--- config.mk ---
export PLATFORM = sky130hd
export DESIGN_NAME = parity_generator
export DESIGN_NICKNAME = d
export VERILOG_FILES = /design/src/rtl/parity_generator.sv
export SDC_FILE = /design/constraint.sdc
export NUM_CORES = 1
export LEC_CHECK = 0
export CORE_MARGIN = 5
export CORE_UTILIZATION = 46
export DETAILED_ROUTE_END_ITERATION = 10
export GPL_ROUTABILITY_DRIVEN = 0
export PLACE_DENSITY_LB_ADDON = 0.2
export SLEW_MARGIN = 10
export SYNTH_ARGS = -nofsm -noshare
export SYNTH_HDL_FRONTEND = slang
export SYNTH_SLANG_ARGS = --single-unit
--- constraint.sdc ---
create_clock -name clk_i -period 3 [get_ports clk_i]
set_clock_uncertainty 0.2 [all_clocks]
set_input_delay 0.3 -clock clk_i [delete_from_list [all_inputs] [get_ports clk_i]]
set_output_delay 0.3 -clock clk_i [all_outputs]
set_load 0.05 [all_outputs]
--- src/rtl/parity_generator.sv ---
// Parity generation for a data word: combinational parity, a one-cycle registered
// protected word {parity, data}, and a checker with a saturating mismatch counter.
module parity_generator #(
    parameter int unsigned DATA_W     = 16,
    parameter bit          ODD_PARITY = 1'b0,
    parameter int unsigned CNT_W      = 16
) (
    input  logic              clk_i,
    input  logic              rst_ni,
    input  logic [DATA_W-1:0] a_i,
    output logic              parity_o,
    input  logic              valid_i,
    output logic [DATA_W:0]   data_o,
    output logic              valid_o,
    input  logic              chk_valid_i,
    input  logic [DATA_W:0]   chk_i,
    output logic              err_o,
    output logic [CNT_W-1:0]  err_cnt_o,
    input  logic              err_clr_i
);

    logic chk_parity;
    logic mismatch;

    // Reduction XOR; synthesis balances it into a tree, no pipelining.
    always_comb begin
        parity_o   = (^a_i) ^ ODD_PARITY;
        chk_parity = (^chk_i[DATA_W-1:0]) ^ ODD_PARITY;
        mismatch   = (chk_parity != chk_i[DATA_W]);
    end

    always_ff @(posedge clk_i or negedge rst_ni) begin
        if (!rst_ni) begin
            data_o  <= '0;
            valid_o <= 1'b0;
        end else begin
            valid_o <= valid_i;
            if (valid_i) begin
                data_o <= {parity_o, a_i};
            end
        end
    end

    // Clear wins over a simultaneous check; the counter sticks at all-ones.
    always_ff @(posedge clk_i or negedge rst_ni) begin
        if (!rst_ni) begin
            err_o     <= 1'b0;
            err_cnt_o <= '0;
        end else if (err_clr_i) begin
            err_o     <= 1'b0;
            err_cnt_o <= '0;
        end else if (chk_valid_i) begin
            err_o <= mismatch;
            if (mismatch && (err_cnt_o != '1)) begin
                err_cnt_o <= err_cnt_o + 1'b1;
            end
        end
    end

endmodule

==> flow_summary.yaml <==
layout:
  multiInputGateArea_um2: 1296
  nets: 323
  fin_area_um2: 3139
  seq_area_um2: 875.8
  final_layout_size_suffix_gt1_frac: 0.1333
  diodes: 0
  syn_to_final_growth_pct: 39.93
  n_fill_cell: 382
floorplanning:
  fp.dieW_um: 79.84
  num_io_pins: 74
  initial_utilization: 0.4750
  dieHeight_um: 79.84
  core_region_area_um2: 4723
  rows: 25
  dieArea_um2: 6374
placed_design:
  dpl-instance-area_um2: 3018
  port_buffers: 73
  place_hpwl_um: 3578
power:
  ir_drop_v: 0.0003651
  power_density_nw_per_um2: 542.9
  leakage_uw: 0.001301
outcome:
  status: "finished, final reports clean"
worst_setup_path:
  cp_common_cell: "mux2_4"
  critPathTopFamily: "XOR/XNOR gates"
  path_class: "in -> reg"
  critPathMaxFanout: 16
  max_stage_delay_ns: 0.62
  cp.arrival_ns: 2.57
  slowest_stage: "xnor2_4"
  critPathBufInv: 1
  worst_setup_path_start_kind: "input port"
  required_ns: 2.98
  crit_chain: "clkdlybuf4s50_1 > xor2_1 > xnor2_1 > xnor2_2 > xnor2_4 > mux2_4 > mux2_4"
  endpoint_kind: "flip-flop"
clock_network:
  post_cts_resize_count: 0
  tritoncts: "done"
  cts_max_level: 2
  clockBufferDepth: 2
  clockRootBuffer: "clkbuf_8"
  post-cts-setup-buffers: 0
  clkLatencyLatePin_ns: 0.29
  cts_buffers: 5
  clock-sinks: 35
  cts_hold_buf: 0
  path_clk_slew_ns: 0.08
yosys:
  synth_xor_area_frac: 0.1389
  seq_area_frac_synth: 0.3904
  synth_adder_area_share: 0.005577
  synth_area_um2: 2243
  yosysUniqueCellTypes: 32
  synthMuxAreaShare: 0.2359
  syn_avg_cell_area_um2: 10.73
  synth_seq_cells: 35
  synth_top_family_by_area: "multiplexers"
  yosys.area_share.simple: 0.1774
  yosys_warnings: 0
  synth_compound_area_frac: 0.02008
  syn_inst: 209
  synth_nets: 248
global_route:
  grt_pass1_wl_um: 8010
  gr-total-overflow: 0
  gr-usage-all-layers: 0.1633
  antenna_found_initial: 0
  grt_pass1_vias: 1711
  grt_max_degree: 36
route:
  drt_iter0_markers: 107
  avgRoutedWirePerCell_um: 13.72
  viasPerCell: 4.909
  firstDrtPassIters: 4
  detail-route-antenna-nets: 0
  vias: 1728
  drt_wl_total_um: 4830
  drc: 0
timing:
  tns_ns: 0
  max_slew_margin: 0.4664
  hold_viol_final: 0
  fmax_mhz: 385.4
  fin_crit_ns: 2.595
  rsz0062_at_grt: "no"
  worstMarginPinSlew_ns: 0.7979
  slew_violations: 0
  fin_crit_sh: 0.8649
  finalSetupViolations: 0
run:
  drv_cap: 0
hold_path:
  worstHoldPathType: "in -> async"
synth_stat cells:
cell type      count  area (um^2)
nor2b_1           13        81.33
nand2_1           25        93.84
buf_6              1        11.26
o31ai_1            1        7.510
clkbuf_1           4        15.01
and3_1             4        25.02
nand4_1            5        31.28
buf_12             1        20.02
o311a_2            1        11.26
mux2_2            17        191.4
xnor2_1           21        183.9
xnor2_2            2        32.53
xor2_1             5        43.79
nor3_2             1        10.01
and2b_1            1        7.510
mux2i_1           15        150.1
and4_1             2        17.52
nor4_1             2        12.51
xnor3_2            1        23.77
ha_1               1        12.51
nand2b_1           2        12.51
a311oi_4           1        26.28
dfrtp_1           35        875.8
buf_2              1        5.000
xnor2_4            1        27.53
nand3_1            6        30.03
mux2_4             2        30.03
mux2_1            14        157.7
nor3_1             1        5.000
nor2_1            19        71.32
inv_1              3        11.26
dlygate4sd1_1      1        8.760
worst paths after layout:
path                         startpoint             to  slack [ns]  cells after the start
max                            chk_i[4]   err_cnt_o[0]        0.41                      7
min                              rst_ni      data_o[3]        0.21                      2
max reg2reg                err_cnt_o[4]   err_cnt_o[0]        0.57                      6
min reg2reg                       err_o          err_o        0.28                      2
max in group asynchronous        rst_ni  err_cnt_o[11]        2.05                      2
min in group clk_i                err_o          err_o        0.28                      2
cell usage in the layout (no fill, tap or decap):
master           instances
clkbuf_8                 6
and4_1                   2
nand2b_1                 2
xnor3_2                  1
inv_1                    3
mux2_1                  14
xnor2_4                  1
nor3_2                   1
dfrtp_1                 35
mux2i_1                 15
nor4_1                   2
nor2b_1                 13
nor2_1                  19
and3_1                   4
mux2_2                  17
clkdlybuf4s50_1         72
o311a_2                  1
xnor2_2                  2
xnor2_1                 21
nand4_1                  5
nor3_1                   1
inv_6                    1
buf_4                    4
bufinv_16                1
ha_1                     1
and2b_1                  1
nand2_1                 25
o31ai_1                  1
xor2_1                   5
a311oi_4                 1
mux2_4                   2
nand3_1                  6
cells by family after synthesis:
logic type / after synthesis
flops: 35
xor+xnor: 30
simple gates: 81
mux: 48
buf+inv: 11
compound gates: 3
fa+ha+maj: 1
per-stage QoR:
stage                     std cells    util  power [uW]  hold WS (ns)  setup slack [ns]
after floorplan                 209       -        1075       -0.1956            0.5064
after global placement          344  0.6389        1250        0.2661            0.1076
after detailed placement        344  0.6389        1258        0.2721           0.08819
after CTS                       352  0.6646        1726        0.2372            0.4048
after global routing            352  0.6646        1780        0.2575            0.2764
final                           352  0.6646        1704        0.2127            0.4052
layer usage:
metal,vias to the layer above,part of all wire,GRT usage
met3,8,0.058,0.04289
li1,861,-,-
met1,811,0.42,0.1858
met2,48,0.50,0.2863
met4,0,0.019,0.07095
met5,-,0,0
power breakdown:
group          internal, uW  total, uW  switching, uW
clock                   273        462            188
combinational           308        706            398
sequential              512        537           24.3
registers in the layout, summed over array words and instances, names as in the netlist:
signal,flops
data_o,17
err_cnt_o,16
err_o,1
valid_o,1
area by class of cell:
type                    instances  area share
multi-input cells             163      0.4129
flip-flops and latches         35      0.2790
repair buffers                 76      0.2391
well taps                      67     0.02670
clock buffers                   6     0.02631
clock inverters                 2     0.01236
inverters                       3    0.003587
No activity file was read; power rests on OpenSTA's default activity.
